`config.mk`:
```
export PLATFORM = sky130hd
export DESIGN_NAME = dsp_fetch_flat
export DESIGN_NICKNAME = d
export VERILOG_FILES = /design/src/rtl/dsp_fetch_if.sv /design/src/rtl/dsp_fetch.sv /design/src/flat_wrapper.sv
export SDC_FILE = /design/constraint.sdc
export NUM_CORES = 1
export LEC_CHECK = 0
export CAP_MARGIN = 20
export CELL_PAD_IN_SITES_DETAIL_PLACEMENT = 1
export CELL_PAD_IN_SITES_GLOBAL_PLACEMENT = 2
export CORE_ASPECT_RATIO = 1.1
export CORE_UTILIZATION = 24
export DETAILED_ROUTE_END_ITERATION = 8
export GPL_TIMING_DRIVEN = 0
export PLACE_DENSITY_LB_ADDON = 0.3
export SLEW_MARGIN = 0
export SYNTH_ARGS = -nofsm -noshare
export SYNTH_HDL_FRONTEND = slang
export SYNTH_SLANG_ARGS = --single-unit
```
`constraint.sdc`:
```
create_clock -name clk -period 2.3 [get_ports clk]
set_input_delay 0.46 -clock clk [delete_from_list [all_inputs] [get_ports clk]]
set_output_delay 0.46 -clock clk [all_outputs]
set_load 0.02 [all_outputs]
```
`src/rtl/dsp_fetch_if.sv`:
```
// Instruction word channel between the fetch stage (master) and decode (slave).
// Decode back-pressures fetch through stall.
interface dsp_fetch_if #(
    parameter int unsigned INST_WORD_LEN = 32,
    parameter int unsigned MEM_ADDR_LEN  = 16
);
    logic [INST_WORD_LEN-1:0] instruction;
    logic                     inst_valid;
    logic [MEM_ADDR_LEN-1:0]  pc_out;
    logic                     stall;

    modport master (
        output instruction,
        output inst_valid,
        output pc_out,
        input  stall
    );

    modport slave (
        input  instruction,
        input  inst_valid,
        input  pc_out,
        output stall
    );
endinterface

```
`src/rtl/dsp_fetch.sv`:
```
// Instruction fetch stage: owns the PC, drives a one-cycle-latency synchronous
// instruction memory and presents registered words to decode. Handles decode
// stalls and taken-branch redirects (one bubble).
// Optional halt opcode (6'b111111 in bits [31:26]) enabled by DSP_FETCH_HALT_EN.
module dsp_fetch #(
    parameter logic [15:0] RESET_PC = 16'h0000
) (
    input  logic               clk,
    input  logic               rst_n,
    dsp_fetch_if.master        dec_if,
    input  logic               branch_taken_i,
    input  logic [15:0]        branch_target_i,
    output logic [15:0]        imem_addr_o,
    output logic               imem_rd_en_o,
    input  logic [31:0]        imem_rdata_i
);
    localparam logic [31:0] Nop = 32'h0000_0000;

    typedef enum logic [1:0] {StIdle, StRun, StHalt} state_e;

    state_e      state_q;
    logic [15:0] addr_q;
    logic [15:0] addr_d;
    logic        pend_valid_q;
    logic [31:0] instr_q;
    logic        inst_valid_q;
    logic [15:0] pc_q;
    logic        halt_op;

`ifdef DSP_FETCH_HALT_EN
    assign halt_op = (imem_rdata_i[31:26] == 6'b111111);
`else
    assign halt_op = 1'b0;
`endif

    // Next fetch address: branch beats stall, stall re-issues, else sequential.
    always_comb begin
        addr_d = addr_q;
        unique case (state_q)
            StIdle: addr_d = RESET_PC;
            StRun: begin
                if (branch_taken_i) begin
                    addr_d = branch_target_i;
                end else if (dec_if.stall) begin
                    addr_d = addr_q;
                end else begin
                    addr_d = addr_q + 16'd1;
                end
            end
            StHalt: begin
                if (branch_taken_i) begin
                    addr_d = branch_target_i;
                end
            end
            default: addr_d = addr_q;
        endcase
    end

    assign imem_addr_o = addr_d;
    // A redirect out of HALT must read the target this cycle to keep branch timing.
    assign imem_rd_en_o = rst_n && ((state_q != StHalt) || branch_taken_i);

    // Fetch FSM with registered decode-side outputs.
    always_ff @(posedge clk) begin
        if (!rst_n) begin
            state_q      <= StIdle;
            addr_q       <= RESET_PC;
            pend_valid_q <= 1'b0;
            instr_q      <= Nop;
            inst_valid_q <= 1'b0;
            pc_q         <= RESET_PC;
        end else begin
            addr_q <= addr_d;
            unique case (state_q)
                StIdle: begin
                    state_q      <= StRun;
                    pend_valid_q <= 1'b1;
                end
                StRun: begin
                    if (branch_taken_i) begin
                        instr_q      <= Nop;
                        inst_valid_q <= 1'b0;
                        pend_valid_q <= 1'b1;
                    end else if (!dec_if.stall) begin
                        pc_q         <= addr_q;
                        pend_valid_q <= 1'b1;
                        if (halt_op) begin
                            instr_q      <= Nop;
                            inst_valid_q <= 1'b0;
                            state_q      <= StHalt;
                        end else begin
                            instr_q      <= imem_rdata_i;
                            inst_valid_q <= pend_valid_q;
                        end
                    end
                end
                StHalt: begin
                    if (branch_taken_i) begin
                        instr_q      <= Nop;
                        inst_valid_q <= 1'b0;
                        pend_valid_q <= 1'b1;
                        state_q      <= StRun;
                    end
                end
                default: state_q <= StIdle;
            endcase
        end
    end

    assign dec_if.instruction = instr_q;
    assign dec_if.inst_valid  = inst_valid_q;
    assign dec_if.pc_out      = pc_q;
endmodule
```
`src/flat_wrapper.sv`:
```
// flat-port wrapper written by rule: the top's interface ports become plain ports
module dsp_fetch_flat 
#(
    parameter logic [15:0] RESET_PC = 16'h0000
)
  (clk, rst_n, branch_taken_i, branch_target_i, imem_addr_o, imem_rd_en_o, imem_rdata_i, dec_if_instruction, dec_if_inst_valid, dec_if_pc_out, dec_if_stall);
  dsp_fetch_if dec_if_i ();
  input  logic clk;
  input  logic rst_n;
  input  logic branch_taken_i;
  input  logic [15:0] branch_target_i;
  output logic [15:0] imem_addr_o;
  output logic imem_rd_en_o;
  input  logic [31:0] imem_rdata_i;
  output wire logic [$bits(dec_if_i.instruction)-1:0] dec_if_instruction;
  output wire logic [$bits(dec_if_i.inst_valid)-1:0] dec_if_inst_valid;
  output wire logic [$bits(dec_if_i.pc_out)-1:0] dec_if_pc_out;
  input wire logic [$bits(dec_if_i.stall)-1:0] dec_if_stall;
  assign dec_if_instruction = dec_if_i.instruction;
  assign dec_if_inst_valid = dec_if_i.inst_valid;
  assign dec_if_pc_out = dec_if_i.pc_out;
  assign dec_if_i.stall = dec_if_stall;
  dsp_fetch #(.RESET_PC(RESET_PC)) u_core (.clk(clk), .rst_n(rst_n), .dec_if(dec_if_i), .branch_taken_i(branch_taken_i), .branch_target_i(branch_target_i), .imem_addr_o(imem_addr_o), .imem_rd_en_o(imem_rd_en_o), .imem_rdata_i(imem_rdata_i));
endmodule
```
==> results of run 1 <==
## how the worst max path moves through the flow
stage / start / endpoint / slack, ns / depth (start not counted)
2_1_floorplan: u_core.addr_q[0] / imem_addr_o[14] / 0.07 / 5
3_3_place_gp: branch_taken_i / imem_addr_o[7] / -0.97 / 6
3_5_place_dp: branch_taken_i / imem_addr_o[7] / -0.97 / 6
4_1_cts: u_core.addr_q[4] / imem_addr_o[15] / -0.12 / 7
5_1_grt: u_core.addr_q[0] / imem_addr_o[10] / -0.19 / 7
6_report: u_core.addr_q[7] / imem_addr_o[15] / -0.1 / 6
## placed cells by master (no fill, tap or decap), types with 3 or more instances in the layout
cell and instances:
sky130_fd_sc_hd__nor4_4 7, sky130_fd_sc_hd__buf_6 13, sky130_fd_sc_hd__inv_1 5, sky130_fd_sc_hd__clkdlybuf4s50_1 98, sky130_fd_sc_hd__nor3_1 11, sky130_fd_sc_hd__nor2b_1 5, sky130_fd_sc_hd__nand4_1 3, sky130_fd_sc_hd__mux2_4 4
sky130_fd_sc_hd__nor2_1 51, sky130_fd_sc_hd__clkbuf_16 9, sky130_fd_sc_hd__a22oi_1 33, sky130_fd_sc_hd__nor3_2 10, sky130_fd_sc_hd__dlygate4sd2_1 3, sky130_fd_sc_hd__clkbuf_1 9, sky130_fd_sc_hd__buf_4 37, sky130_fd_sc_hd__buf_2 9
sky130_fd_sc_hd__a21oi_1 17, sky130_fd_sc_hd__clkinvlp_4 3, sky130_fd_sc_hd__dfxtp_2 4, sky130_fd_sc_hd__dfxtp_1 53, sky130_fd_sc_hd__and2_1 3, sky130_fd_sc_hd__dfxtp_4 10, sky130_fd_sc_hd__nand2_1 40, sky130_fd_sc_hd__o31a_1 3
sky130_fd_sc_hd__clkbuf_2 4
## flip-flops by register name (all words and copies together) (netlist names)
name,flops
u_core.dec_if.pc_out,16
u_core.dec_if.instruction,32
u_core.state_q,1
u_core.addr_q,16
u_core.dec_if.inst_valid,1
u_core.pend_valid_q,1
## metrics by stage
stage / instances / instance area (um2)
after detailed placement: 590 / 4180
final: 643 / 5070
after CTS: 636 / 4900
after floorplan: 324 / 2830
after global placement: 590 / 4180
after global routing: 643 / 5070
## logic make-up after synthesis
family	after synthesis	share of synthesized area
AO/OA/AOI/OAI	66	0.159
flip-flops	67	0.477
XOR/XNOR	5	0.0156
adder cells (fa/ha/maj)	1	0.00445
multiplexers	7	0.0272
buffers and inverters	32	0.0641
AND/OR/NAND/NOR	146	0.252
## layout make-up
class                           instances  area, um2
Fill cell                            1312       6370
Multi-Input combinational cell        225       1540
Buffer                                 25        175
Inverter                                6       23.8
Clock inverter                          7        100
Clock buffer                            9        225
Tap cell                              150        188
Sequential cell                        67       1380
Timing Repair Buffer                  154       1430
## power by group
part           switching (mW)  total, mW  internal [mW]  leakage [nW]
clock network           0.543       1.50          0.954         0.148
logic                   0.207      0.422          0.215          1.33
registers              0.0271       1.21           1.19         0.553
## worst min-delay path, stage by stage, from the launching register on
cell,delay [ns]
sky130_fd_sc_hd__dfxtp_1,0.31
sky130_fd_sc_hd__nand2_1,0.05
sky130_fd_sc_hd__a21oi_1,0.05
## metal layers
layer | routed length, um | track usage | vias up
met5 | 0 | 0 | -
met4 | 152 | 0.0610 | 0
met3 | 619 | 0.0664 | 12
met2 | 5230 | 0.301 | 79
met1 | 4180 | 0.189 | 1432
li1 | - | - | 1452
## timing repair
item,CTS,global route
pin swaps,16,10
resized for setup,122,34
endpoints found under the setup margin,17,15
endpoints found under the hold margin,0,0
setup buffers,30,10
cloned,0,0
==> run_results.csv, run 1 <==
group,metric,value,unit
clock_tree,cts_tree,"yes",
grt,groute.usage.overall,0.171,
timing,smallest_hold_slack,0.455,ns
detailed_routing,route.detailed.wl_per_inst,15.8,um
floorplanning,die-height,115,um
timing,finalHoldViolations,0,
synthesis,synthCells,324,
synthesis,count_of_flip_flops_with_a_built_in_enable_after_synthesis,0,
clock_tree,clock_path_buffers,2,
clock_tree,cts_hold_repair.buffers,0,
placement,dp_hpwl,6850,um
detailed_routing,route.antenna.remaining_nets,0,
setup_path,crit-reg2reg-capture,"u_core.addr_q[10]",
placement,dp_worst_setup_slack,-0.971,ns
grt,grt_pass1_vias,3088,
setup_path,critical_path_class,"flop to primary output",
cells_and_area,syn_to_final_growth,80.3,%
cells_and_area,final_layout_size_suffix_gt1_frac,0.280,
cells_and_area,nets,541,
timing,rsz0062_at_grt,"yes",
timing,transition_at_the_pin_with_the_smallest_max_transition_slack,0.550,ns
synthesis,ys_seq_area_frac,0.477,
synthesis,synth_top_cell_area_share,0.477,
timing,timing.max_slew.rel_slack,0.633,
setup_path,worst_path_largest_cell_delay,0.37,ns
setup_path,slowest_stage,"sky130_fd_sc_hd__dfxtp_4",
setup_path,critPathBufInv,2,
detailed_routing,first_iter_violations,96,
timing,clock-skew-final,0.00529,ns
synthesis,yosys.cell_count.top_type,"sky130_fd_sc_hd__dfxtp_1",
setup_path,series_of_cell_instances_along_the_critical_path,"nand4_4, buf_4, nor4_4, mux2_4, nor3_4, buf_6",
floorplanning,die_w,105,um
synthesis,synth_largest_area_cell,"sky130_fd_sc_hd__dfxtp_1",
synthesis,yosys-top-cells-area,"sky130_fd_sc_hd__dfxtp_1 (48%), sky130_fd_sc_hd__a22oi_1 (8.8%), sky130_fd_sc_hd__nor2_1 (6.8%), sky130_fd_sc_hd__nand2_1 (5.7%), sky130_fd_sc_hd__nor3_1 (4.1%)",
floorplanning,design.core.area,11400,um2
synthesis,ys_top_cells_by_count,"sky130_fd_sc_hd__dfxtp_1 (67), sky130_fd_sc_hd__nor2_1 (51), sky130_fd_sc_hd__nand2_1 (43)",
clock_tree,cts_made_buffers,9,
worst_hold_path,min_delay_path_depth,2,
detailed_routing,drtPass1Iterations,4,
cells_and_area,final_core_utilization,0.443,
timing,postLayoutSetupSlackWorst,-0.0963,ns
placement,place.gp.congestion,0.726,
synthesis,synth_async_sr_flop_share,0,
detailed_routing,viasPerCell,4.63,
synthesis,dominantRegCellSynth,"sky130_fd_sc_hd__dfxtp_1",
synthesis,netlist_area,2810,um2
clock_tree,cts_num_sinks,67,
timing,final_period_minus_worst_setup_slack,2.40,ns
pwr,fin_total_pwr,3.13,mW
setup_path,timing.critical_path.required,1.84,ns
synthesis,number_of_distinct_library_cells_after_synthesis,40,
setup_path,worstSetupEndpointType,"primary output",
timing,setup_viol_count_final,8,
setup_path,critical_path_arrival,1.94,ns
grt,overflow,0,
synthesis,avg_inst_size_synth,8.67,um2
worst_hold_path,worst_hold_path.endpoint,"u_core.dec_if.pc_out[5]",
setup_path,cp_top_family,"simple AND/OR/NAND/NOR gates",
pwr,vdd_drop_max,0.268,mV
setup_path,rrSetupSlack,0.05,ns
grt,grt_max_degree,14,
detailed_routing,drcViolationCount,0,
worst_hold_path,min_from,"u_core.dec_if.pc_out[5]",
setup_path,r2r_start,"u_core.addr_q[0]",
outcome,violations,"negative setup slack",
worst_hold_path,hold_path.class,"flop to flop",
floorplanning,floorplan.io_pins,118,
synthesis,ys_ff_latch,67,
clock_tree,clock-root-buffer,"sky130_fd_sc_hd__clkbuf_16",
placement,place.port_buffers,116,
clock_tree,worst_skew_pair.late_latency,0.33,ns
clock_tree,clkTransAtPathRegs,0.06,ns
cells_and_area,diodes,0,
floorplanning,floorplan.initialDensity,0.246,
setup_path,largest_driver_fanout_on_the_critical_path,3,
pwr,p_leak,2.03,nW
floorplanning,fp.dieArea,12100,um2
clock_tree,cts_max_level,3,
setup_path,worstRegToRegCells,12,
floorplanning,site_rows,41,
synthesis,net_count_after_synthesis,377,
job,max_cap_violations,0,
timing,post-route-period-util,1.04,
detailed_routing,vias,2975,
grt,grt_first_pass_wirelength,15900,um
timing,achievable-frequency,417,MHz
grt,initial_antenna_violation_count,0,
timing,totalNegativeSetupSlack,-0.480,ns
pwr,power_density,618,nW/um2
timing,count_of_pins_over_their_slew_limit,0,
synthesis,yosys_warnings,0,
outcome,status,"complete, but fails checks",
setup_path,critical_path.startpoint_type,"flop",
detailed_routing,route.final.wire_length,10200,um
Power figures use the tool's default switching activity.
==> inputs of run 2 (changes only) <==
--- a/config.mk
+++ b/config.mk
@@ -5,7 +5,6 @@
 export SDC_FILE = /design/constraint.sdc
 export NUM_CORES = 1
 export LEC_CHECK = 0
-export CAP_MARGIN = 20
 export CELL_PAD_IN_SITES_DETAIL_PLACEMENT = 1
 export CELL_PAD_IN_SITES_GLOBAL_PLACEMENT = 2
 export CORE_ASPECT_RATIO = 1.1
@@ -13,6 +12,7 @@
 export DETAILED_ROUTE_END_ITERATION = 8
 export GPL_TIMING_DRIVEN = 0
 export PLACE_DENSITY_LB_ADDON = 0.3
+export RECOVER_POWER = 25
 export SLEW_MARGIN = 0
 export SYNTH_ARGS = -nofsm -noshare
 export SYNTH_HDL_FRONTEND = slang
==> run 2 against run 1 <==
Effect of this change: count of clock-buffer cells in the layout stayed put; the flow still finishes with violations (negative setup slack); largest power group unchanged; setup slack about the same; sequential cell count is the same; clock power is essentially flat; power about the same; die area unchanged; critical endpoint unchanged; cell area barely moved.
==> run_results.csv, run 2 (synthesis gave the netlist of run 1 again) <==
group,metric,value,unit
outcome,status,"complete, but fails checks",
outcome,violations,"negative setup slack",
cells_and_area,most_frequent_cells_in_the_layout,"sky130_fd_sc_hd__clkdlybuf4s50_1 (98), sky130_fd_sc_hd__dfxtp_1 (53), sky130_fd_sc_hd__nor2_1 (51)",
timing,timing.max_slew.rel_slack,0.635,
clock_tree,clock_path_buffers,2,
floorplanning,design.core.area,11400,um2
placement,place.gp.congestion,0.726,
setup_path,timing.critical_path.required,1.84,ns
clock_tree,cts_made_buffers,9,
setup_path,critical_path_arrival,1.94,ns
timing,totalNegativeSetupSlack,-0.477,ns
pwr,power_density,618,nW/um2
timing,postLayoutSetupSlackWorst,-0.0960,ns
setup_path,largest_driver_fanout_on_the_critical_path,3,
detailed_routing,route.final.wire_length,10200,um
timing,post-route-period-util,1.04,
timing,setup_viol_count_final,8,
setup_path,worstSetupEndpointType,"primary output",
clock_tree,clkTransAtPathRegs,0.06,ns
detailed_routing,route.antenna.remaining_nets,0,
cells_and_area,nets,541,
placement,dp_worst_setup_slack,-0.971,ns
timing,achievable-frequency,417,MHz
floorplanning,die-height,115,um
setup_path,critPathBufInv,2,
detailed_routing,viasPerCell,4.65,
clock_tree,worst_skew_pair.late_latency,0.33,ns
detailed_routing,route.detailed.wl_per_inst,15.8,um
cells_and_area,final_layout_size_suffix_gt1_frac,0.278,
detailed_routing,first_iter_violations,86,
setup_path,series_of_cell_instances_along_the_critical_path,"nand4_4, buf_4, nor4_4, mux2_4, nor3_4, buf_6",
clock_tree,cts_hold_repair.buffers,0,
timing,finalHoldViolations,0,
setup_path,slowest_stage,"sky130_fd_sc_hd__dfxtp_4",
detailed_routing,vias,2987,
grt,initial_antenna_violation_count,0,
clock_tree,cts_tree,"yes",
detailed_routing,drcViolationCount,0,
floorplanning,fp.dieArea,12100,um2
cells_and_area,diodes,0,
detailed_routing,drtPass1Iterations,4,
clock_tree,cts_num_sinks,67,
timing,clock-skew-final,0.00535,ns
pwr,vdd_drop_max,0.268,mV
setup_path,worst_path_largest_cell_delay,0.37,ns
floorplanning,floorplan.initialDensity,0.246,
grt,grt_max_degree,14,
cells_and_area,final_common_cell,"sky130_fd_sc_hd__clkdlybuf4s50_1",
setup_path,critical_path_class,"flop to primary output",
worst_hold_path,hold_path.class,"flop to flop",
timing,count_of_pins_over_their_slew_limit,0,
pwr,p_leak,2.03,nW
timing,transition_at_the_pin_with_the_smallest_max_transition_slack,0.547,ns
job,max_cap_violations,0,
cells_and_area,number_of_flip_flops_under_the_largest_register_name,32,
placement,dp_hpwl,6850,um
grt,groute.usage.overall,0.171,
setup_path,cp_top_family,"simple AND/OR/NAND/NOR gates",
grt,grt_pass1_vias,3088,
floorplanning,die_w,105,um
setup_path,rrSetupSlack,0.05,ns
clock_tree,clock-root-buffer,"sky130_fd_sc_hd__clkbuf_16",
clock_tree,cts_max_level,3,
floorplanning,floorplan.io_pins,118,
floorplanning,site_rows,41,
placement,place.port_buffers,116,
timing,rsz0062_at_grt,"yes",
setup_path,critical_path.startpoint_type,"flop",
cells_and_area,syn_to_final_growth,80.1,%
timing,final_period_minus_worst_setup_slack,2.40,ns
grt,overflow,0,
grt,grt_first_pass_wirelength,15900,um
-- run 2: area by class of cell --
type / instances / area, um2
Tap cell: 150 / 188
Fill cell: 1313 / 6380
Multi-Input combinational cell: 225 / 1540
Buffer: 25 / 175
Sequential cell: 67 / 1380
Clock buffer: 9 / 225
Inverter: 6 / 23.8
Timing Repair Buffer: 154 / 1430
Clock inverter: 7 / 100
-- run 2: worst paths after layout --
path / from / end / depth (start not counted)
hold reg to reg: u_core.dec_if.pc_out[5] / u_core.dec_if.pc_out[5] / 2
setup / recovery: u_core.addr_q[7] / imem_addr_o[15] / 6
hold / removal: u_core.dec_if.pc_out[5] / u_core.dec_if.pc_out[5] / 2
setup reg to reg: u_core.addr_q[0] / u_core.addr_q[10] / 12
-- run 2: per-layer routing --
metal,part of all wire,global-route usage,vias up
met5,0,0,-
met4,0.015,0.0610,0
met3,0.062,0.0664,11
met2,0.52,0.301,86
met1,0.41,0.189,1437
li1,-,-,1453
-- run 2: what timing repair did --
action	CTS	global route
resized for setup	122	34
setup buffers	30	10
setup endpoints to repair	17	15
cloned	0	0
pin swaps	16	10
-- run 2: per-stage QoR --
stage / power, mW / util / hold WS, ns / instance area, um2 / instances
finish: 3.13 / 0.443 / 0.455 / 5060 / 643
global route: 3.27 / 0.443 / 0.470 / 5060 / 643
CTS: 3.17 / 0.429 / 0.458 / 4900 / 636
detailed placement: 1.63 / 0.365 / 0.449 / 4180 / 590
global placement: 1.63 / 0.365 / 0.447 / 4180 / 590
floorplan: 1.42 / - / 0.441 / 2830 / 324
-- run 2: worst register-to-register path, cell delays in order (launching register included) --
cell                       delay, ns
sky130_fd_sc_hd__dfxtp_4        0.39
sky130_fd_sc_hd__ha_4           0.15
sky130_fd_sc_hd__nand4b_4       0.19
sky130_fd_sc_hd__buf_6          0.20
sky130_fd_sc_hd__nor4_4         0.29
sky130_fd_sc_hd__nor3_2         0.09
sky130_fd_sc_hd__buf_4          0.14
sky130_fd_sc_hd__buf_4          0.12
sky130_fd_sc_hd__buf_4          0.12
sky130_fd_sc_hd__buf_4          0.12
sky130_fd_sc_hd__buf_4          0.12
sky130_fd_sc_hd__buf_4          0.12
sky130_fd_sc_hd__nor3_2         0.14
-- run 2: power breakdown --
group          internal (mW)  total [mW]  switching (mW)
Sequential              1.19        1.21          0.0271
Clock                  0.954        1.49           0.541
Combinational          0.215       0.421           0.207
==> inputs of run 3 (changes only) <==
--- a/config.mk
+++ b/config.mk
@@ -5,9 +5,11 @@
 export SDC_FILE = /design/constraint.sdc
 export NUM_CORES = 1
 export LEC_CHECK = 0
+export CAP_MARGIN = 20
 export CELL_PAD_IN_SITES_DETAIL_PLACEMENT = 1
 export CELL_PAD_IN_SITES_GLOBAL_PLACEMENT = 2
 export CORE_ASPECT_RATIO = 1.1
+export CORE_MARGIN = 1.5
 export CORE_UTILIZATION = 24
 export DETAILED_ROUTE_END_ITERATION = 8
 export GPL_TIMING_DRIVEN = 0
==> run 3 against run 2 <==
Effect of this change: the run still ends with negative setup slack left; wire length is 3.4% lower; largest cell class unchanged; via count is 1.4% lower; die area increased by 1.8%; sequential cell count unchanged; worst hold slack hardly changed; core utilization fell by 1.7 points; sequential share of layout area increased by 1.0 points; global-route usage fell by 0.57 points; critical path depth grew 1.
==> run_results.csv, run 3 (synthesis gave the netlist of run 1 again) <==
group,metric,value,unit
outcome,status,"complete, but fails checks",
outcome,violations,"negative setup slack",
setup_path,series_of_cell_instances_along_the_critical_path,"buf_6, nand4_4, clkbuf_1, o31a_2, nor3_1, nor3_1, buf_2",
setup_path,critical_path_class,"flop to primary output",
cells_and_area,number_of_flip_flops_under_the_largest_register_name,32,
clock_tree,cts_tree,"yes",
job,max_cap_violations,0,
floorplanning,floorplan.initialDensity,0.246,
floorplanning,floorplan.io_pins,118,
detailed_routing,first_iter_violations,76,
timing,rsz0062_at_grt,"yes",
timing,post-route-period-util,1.05,
pwr,power_density,627,nW/um2
floorplanning,design.core.area,11400,um2
detailed_routing,route.final.wire_length,9820,um
floorplanning,die_w,106,um
timing,finalHoldViolations,0,
grt,grt_max_degree,15,
cells_and_area,diodes,0,
floorplanning,die-height,116,um
timing,count_of_pins_over_their_slew_limit,0,
grt,initial_antenna_violation_count,0,
grt,grt_first_pass_wirelength,16000,um
clock_tree,clock_path_buffers,2,
pwr,vdd_drop_max,0.328,mV
pwr,p_leak,1.93,nW
detailed_routing,drtPass1Iterations,4,
timing,clock-skew-final,0.00672,ns
setup_path,crit-reg2reg-capture,"u_core.dec_if.pc_out[6]",
timing,achievable-frequency,416,MHz
worst_hold_path,min_delay_path_depth,2,
setup_path,largest_driver_fanout_on_the_critical_path,4,
detailed_routing,route.antenna.remaining_nets,0,
clock_tree,cts_max_level,3,
timing,smallest_hold_slack,0.455,ns
pwr,fin_total_pwr,3.05,mW
timing,final_period_minus_worst_setup_slack,2.41,ns
cells_and_area,nets,531,
setup_path,cp_top_family,"buffers and inverters",
detailed_routing,vias,2945,
setup_path,rrSetupSlack,0.41,ns
placement,dp_hpwl,6960,um
worst_hold_path,hold_path.class,"flop to flop",
detailed_routing,viasPerCell,4.65,
clock_tree,cts_num_sinks,67,
grt,grt_pass1_vias,3176,
detailed_routing,route.detailed.wl_per_inst,15.5,um
timing,totalNegativeSetupSlack,-0.445,ns
cells_and_area,final_layout_size_suffix_gt1_frac,0.242,
worst_hold_path,min_from,"u_core.dec_if.pc_out[10]",
clock_tree,clock-root-buffer,"sky130_fd_sc_hd__clkbuf_16",
grt,overflow,0,
cells_and_area,most_frequent_cells_in_the_layout,"sky130_fd_sc_hd__clkdlybuf4s50_1 (98), sky130_fd_sc_hd__dfxtp_1 (52), sky130_fd_sc_hd__nor2_1 (51)",
setup_path,worst_path_largest_cell_delay,0.39,ns
clock_tree,worst_skew_pair.late_latency,0.33,ns
placement,dp_worst_setup_slack,-0.991,ns
placement,place.gp.congestion,0.717,
cells_and_area,final_common_cell,"sky130_fd_sc_hd__clkdlybuf4s50_1",
worst_hold_path,worst_hold_path.endpoint,"u_core.dec_if.pc_out[10]",
setup_path,worstSetupEndpointType,"primary output",
setup_path,critical_path_arrival,1.95,ns
setup_path,worstRegToRegCells,7,
setup_path,timing.critical_path.required,1.84,ns
cells_and_area,syn_to_final_growth,73.0,%
placement,postPlaceCellArea,4180,um2
detailed_routing,drcViolationCount,0,
setup_path,critical_path.startpoint_type,"flop",
setup_path,r2r_start,"u_core.state_q[0]",
timing,transition_at_the_pin_with_the_smallest_max_transition_slack,0.512,ns
floorplanning,fp.dieArea,12400,um2
clock_tree,cts_made_buffers,9,
floorplanning,site_rows,41,
timing,postLayoutSetupSlackWorst,-0.106,ns
setup_path,slowest_stage,"sky130_fd_sc_hd__o31a_2",
placement,place.port_buffers,116,
grt,groute.usage.overall,0.165,
setup_path,critical_path.most_common_cell,"sky130_fd_sc_hd__nor3_1",
timing,setup_viol_count_final,9,
timing,timing.max_slew.rel_slack,0.659,
cells_and_area,design_area_final,4860,um2
clock_tree,clkTransAtPathRegs,0.06,ns
setup_path,critPathBufInv,3,
==> run 3: how the worst max path moves through the flow <==
stage                                 from  slack (ns)         endpoint  cells past startpoint
after floorplan           u_core.addr_q[0]        0.07  imem_addr_o[14]                      5
after global placement      branch_taken_i       -0.94   imem_addr_o[7]                      6
after detailed placement    branch_taken_i       -0.99   imem_addr_o[7]                      6
after CTS                 u_core.addr_q[1]       -0.12  imem_addr_o[14]                      6
after global routing      u_core.addr_q[9]       -0.20  imem_addr_o[14]                      6
final                     u_core.addr_q[4]       -0.11  imem_addr_o[12]                      7
==> run 3: worst reg2reg max path, cell delays in order (launching register included) <==
cell	delay (ns)
sky130_fd_sc_hd__dfxtp_1	0.31
sky130_fd_sc_hd__clkbuf_2	0.22
sky130_fd_sc_hd__nand2b_1	0.10
sky130_fd_sc_hd__nor2_1	0.25
sky130_fd_sc_hd__clkbuf_1	0.42
sky130_fd_sc_hd__buf_2	0.31
sky130_fd_sc_hd__nand2_1	0.08
sky130_fd_sc_hd__a21oi_1	0.13
==> run 3: metrics by stage <==
step | cells | util
2_1_floorplan | 324 | -
3_3_place_gp | 590 | 0.365
3_5_place_dp | 590 | 0.365
4_1_cts | 629 | 0.424
5_1_grt | 633 | 0.425
6_report | 633 | 0.425
==> run 3: cell type report <==
class	count	area [um2]
Clock buffer	9	225
Fill cell	1337	6580
Sequential cell	67	1380
Tap cell	150	188
Clock inverter	7	83.8
Multi-Input combinational cell	225	1470
Timing Repair Buffer	143	1320
Inverter	6	27.5
Buffer	26	171
==> run 3: where the power goes <==
group / switching (mW) / total (mW) / leakage (nW) / internal [mW]
sequential: 0.0262 / 1.21 / 0.553 / 1.19
combinational: 0.202 / 0.406 / 1.23 / 0.204
clock: 0.568 / 1.43 / 0.149 / 0.858
total: 0.796 / 3.05 / 1.93 / 2.25
==> run 3: what timing repair did <==
| action | 4_1_cts | 5_1_grt |
|---|---|---|
| setup buffers | 22 | 4 |
| endpoints found under the hold margin | 0 | 0 |
| pin swaps | 17 | 6 |
| resized for setup | 131 | 16 |
| gates cloned | 1 | 0 |
| setup endpoints to repair | 17 | 15 |
| hold buffers | 0 | 0 |
==> run 3: per-layer routing <==
layer  up-vias  GRT usage  routed length (um)
li1       1440          -                   -
met2        73      0.303                5100
met5         -          0                   0
met4         0     0.0514                 107
met1      1421      0.186                4050
met3        11     0.0463                 570
==> RTL edit 1, RTL diff (settings of run 1) <==
Re-encode `state_e` (3 states) as one-hot, 3 bits wide.
--- a/src/rtl/dsp_fetch.sv
+++ b/src/rtl/dsp_fetch.sv
@@ -16,7 +16,7 @@
 );
     localparam logic [31:0] Nop = 32'h0000_0000;
 
-    typedef enum logic [1:0] {StIdle, StRun, StHalt} state_e;
+    typedef enum logic [2:0] {StIdle = 3'b001, StRun = 3'b010, StHalt = 3'b100} state_e;
 
     state_e      state_q;
     logic [15:0] addr_q;
Function: same outputs for any inputs over 10 cycles, from zero or initial values and one cycle with rst_n low; not proved beyond that.
==> RTL edit 1 against run 1 <==
- critical endpoint is now imem_addr_o[14]
- wire length grew 9.5%
- sequential cell count grew 1
- total power grew 0.88%
- largest cell class is now multi-input combinational cells
- via count grew 7.4%
- the flow finishes with violations (DRC, setup timing)
- final cell count grew 3.4%
- worst hold slack gained 10 ps
- combinational power grew 49%
- count of clock-buffer cells in the layout grew 1
- synthesized area grew 12%
- final area grew 2.3%
- worst setup slack lost 9.3 ps
- largest power group unchanged
==> RTL edit 1: results (changes against run 1) <==
| Metric | Value |
|---|---|
| # setup viols final | `5 (-3)` |
| Final setup margin | `-105.6 ps (-9.282 ps)` |
| Adder-cell share of the synthesized area | `0.01190 (+0.007448)` |
| Via Count | `3,196 (+7.4%)` |
| Met2 routed WL | `5409 um (+3.5%)` |
| Met1 usage | `0.1885 (-0.0002194)` |
| Critical Path Fanout Max | `7 (+4)` |
| Slew @ Worst Pin | `513.2 ps (-36.86 ps)` |
| Total Neg Setup Slack | `-301.3 ps (+178.9 ps)` |
| Top post-synthesis cells by area | `dfxtp_1 43%, a22oi_1 8.6%, nor2b_1 7.9%` |
| Drt first pass iters | `6 (+2)` |
| Mean Syn Cell Area | `8.786 sq um (+1.3%)` |
| Met3 usage | `0.04790 (-0.01847)` |
| Largest net degree at the start of global routing | `13 (-1)` |
| Layout cells sized above 1 | `0.2323 (-0.04764)` |
| WL met1 | `4854 um (+16%)` |
| Largest family of logic cells by synthesized area | `simple AND/OR/NAND/NOR gates` |
| M2 GR Usage | `0.2914 (-0.009698)` |
| Final estimated routing congestion in global placement | `0.7814 (+7.7%)` |
| Buffers on Ports | `115 (-0.86%)` |
| # nets final | `558 (+3.1%)` |
| Xor/xnor share of the synthesized area | `0.005553 (-0.01003)` |
| Reg2reg setup slack | `350 ps (+300 ps)` |
| Worst min-delay path startpoint | `u_core.dec_if.pc_out[12]` |
| Global Route Usage Sum | `0.1661 (-0.004838)` |
| Hold Slack | `465.3 ps (+10.13 ps)` |
| Iteration-0 DRC Markers | `110 (+15%)` |
| Dpl cell area | `0.004502 sq mm (+7.7%)` |
| Compound-Gate Fraction of Synth Area | `0.2289 (+0.06948)` |
| Cell with the largest stage delay on the worst path | `or4_4` |
| Top Metal Used | `met5` |
| Status | `finished, violations left` |
| Worst Setup SP | `u_core.addr_q[5]` |
| # DRC | `12 (+12)` |
| Count of different cell masters after synthesis | `44 (+10%)` |
| Drt wl/cell | `16.75 um (+5.9%)` |
| Synthesized netlist net count | `414 (+9.8%)` |
| Failing checks | `DRC, setup timing` |
| Post-synthesis mux area share | `0.009520 (-0.01764)` |
| Clk_skew | `3.611 ps (-1.680 ps)` |
| Initial antenna violation count | `1 (+1)` |
| Leak pwr | `1.827 nW (-10%)` |
| HPWL after DPL | `7833 um (+14%)` |
| Cell count after placement | `631 (+6.9%)` |
| DR WL met3 | `689 um (+11%)` |
| Top cells by count, synth | `68 x dfxtp_1, 44 x nand2_1, 40 x nor2b_1` |
| Pre-CTS WS | `-1156 ps (-184.7 ps)` |
| Final wirelength | `11,140 um (+9.5%)` |
| Number of global-route vias before repair | `3,369 (+9.1%)` |
| Filler Cells Inserted | `1,500 (+14%)` |
| Max VDD drop | `0.3019 mV (+13%)` |
-- RTL edit 1: cell count changes in the layout (fill, tap and decap cells not counted), sizes merged, moves of 11 or more --
cell	run 1	this run
and2	3	14
o21ai	4	17
a21boi	0	20
nor3	23	9
nor2	51	11
buf	60	43
nor2b	5	40
-- RTL edit 1: logic make-up after synthesis --
family	Yosys count
buffers and inverters	40
and+or+nand+nor	139
xor gates and xnor gates	2
muxes	3
DFF	68
adders and majority gates	3
AOI/OAI and AO/OA	104
-- RTL edit 1: report_power, final --
| group | internal [mW] | switching [mW] |
|---|---|---|
| clock network | 0.756 | 0.538 |
| logic | 0.301 | 0.326 |
| registers | 1.21 | 0.0292 |
-- RTL edit 1: worst max-delay path, delay by kind of cell (launching register included) --
family	cells	cell delay, ps
AND/OR/NAND/NOR	2	580
buffers and inverters	2	270
AO/OA/AOI/OAI	2	430
flip-flops	1	330
-- RTL edit 1: path summary, 6_finish.rpt --
kind / to / cells after the start
max: imem_addr_o[14] / 6
min: u_core.dec_if.pc_out[12] / 2
max reg2reg: u_core.dec_if.pc_out[9] / 8
min reg2reg: u_core.dec_if.pc_out[12] / 2
-- RTL edit 1: repair_timing --
action / CTS / global route
endpoints found under the setup margin: 26 / 19
setup buffers: 11 / 8
hold endpoints to repair: 0 / 0
pin swaps: 8 / 11
hold buffers: 0 / 0
gates cloned: 1 / 0
resized for setup: 147 / 35
-- RTL edit 1: final cells by class --
type | instances | area [sq um] | share of cell area
buffer | 29 | 220.2 | 0.04248
clock buffer | 10 | 239.0 | 0.04610
clock inverter | 6 | 40.04 | 0.007724
inverter | 9 | 36.28 | 0.007000
multi-input combinational | 251 | 1784 | 0.3442
sequential | 68 | 1388 | 0.2677
tap | 157 | 196.4 | 0.03790
timing repair buffer | 135 | 1280 | 0.2469
==> RTL edit 2, RTL diff (flow settings as in run 1) <==
Without the edit above. Build with the macro `DSP_FETCH_HALT_EN` defined.
--- a/src/rtl/dsp_fetch.sv
+++ b/src/rtl/dsp_fetch.sv
@@ -2,6 +2,8 @@
 // instruction memory and presents registered words to decode. Handles decode
 // stalls and taken-branch redirects (one bubble).
 // Optional halt opcode (6'b111111 in bits [31:26]) enabled by DSP_FETCH_HALT_EN.
+`define DSP_FETCH_HALT_EN
+
 module dsp_fetch #(
     parameter logic [15:0] RESET_PC = 16'h0000
 ) (
Behaviour: not the same (a bounded check fails within 4 cycles, from zero or initial values and one cycle with rst_n low).
==> RTL edit 2 against run 1 <==
- the run still ends with setup timing left
- non-clock buffer count up 4
- worst setup slack got worse by 130 ps
- critical path type unchanged
- wire length increased by 31%
- synthesized area up 14%
- sequential share of layout area down 1.4 points
- fmax decreased by 5.1%
- die area is 14% higher
- utilization is 3.4 points lower
- total power decreased by 4.3%
- final area rose by 6.1%
- sequential cell count increased by 1
- largest power group unchanged
- register-to-register slack better by 150 ps
==> RTL edit 2: results (changes against run 1) <==
| Metric | Value |
|---|---|
| Status | `finished, violations left` |
| Failing checks | `setup timing` |
| Final estimated routing congestion in global placement | `0.8304 (+14%)` |
| Post-cts gate resize count | `153 (+25%)` |
| Hold path endpoint | `u_core.dec_if.pc_out[15]` |
| Met3 usage | `0.06176 (-0.004602)` |
| Worst min-delay path startpoint | `u_core.dec_if.pc_out[15]` |
| Comb pwr | `495 uW (+17%)` |
| # setup viols final | `10 (+2)` |
| Number of global-route vias before repair | `3,852 (+25%)` |
| Seq/Total Area, Yosys | `0.4232 (-0.05411)` |
| Met2 routed WL | `6607 um (+26%)` |
| Post-CTS Repair Setup Buffers | `26 (-13%)` |
| Layout cells sized above 1 | `0.2301 (-0.04982)` |
| HPWL after DPL | `9073 um (+32%)` |
| Xor/xnor share of the synthesized area | `0.005445 (-0.01014)` |
| R2R Path End | `u_core.addr_q[6]` |
| # nets final | `626 (+16%)` |
| Dpl cell area | `0.004579 sq mm (+9.6%)` |
| Drt wl/cell | `18.09 um (+14%)` |
| R2r startpoint | `u_core.addr_q[1]` |
| Leak pwr | `2.035 nW (about the same)` |
| Final setup margin | `-223.9 ps (-127.5 ps)` |
| Iteration-0 DRC Markers | `132 (+38%)` |
| Top post-synthesis cells by area | `dfxtp_1 42%, a22oi_1 8.2%, nand2_1 7.8%` |
| Critical Path Max Stage Delay | `530 ps (+160 ps)` |
-- RTL edit 2: through the flow --
stage | power (mW) | worst slack (ps) | cells | utilization | setup TNS (ps)
2_1_floorplan | 1.468 | 69.79 | 413 | - | 0
3_3_place_gp | 1.691 | -1050 | 690 | 0.3480 | -28820
3_5_place_dp | 1.699 | -1053 | 690 | 0.3480 | -30710
4_1_cts | 3.028 | -268.1 | 731 | 0.3960 | -1050
5_1_grt | 3.128 | -227.8 | 739 | 0.4085 | -1894
6_report | 2.998 | -223.9 | 739 | 0.4085 | -1016
-- RTL edit 2: final cells by class --
cell class / count / area (sq um)
sequential: 68 / 1391
clock inverter: 7 / 41.29
timing repair inverter: 1 / 5.005
tap: 161 / 201.4
buffer: 30 / 202.7
timing repair buffer: 153 / 1429
fill: 1558 / 7782
inverter: 9 / 37.54
multi-input combinational: 301 / 1842
clock buffer: 9 / 225.2
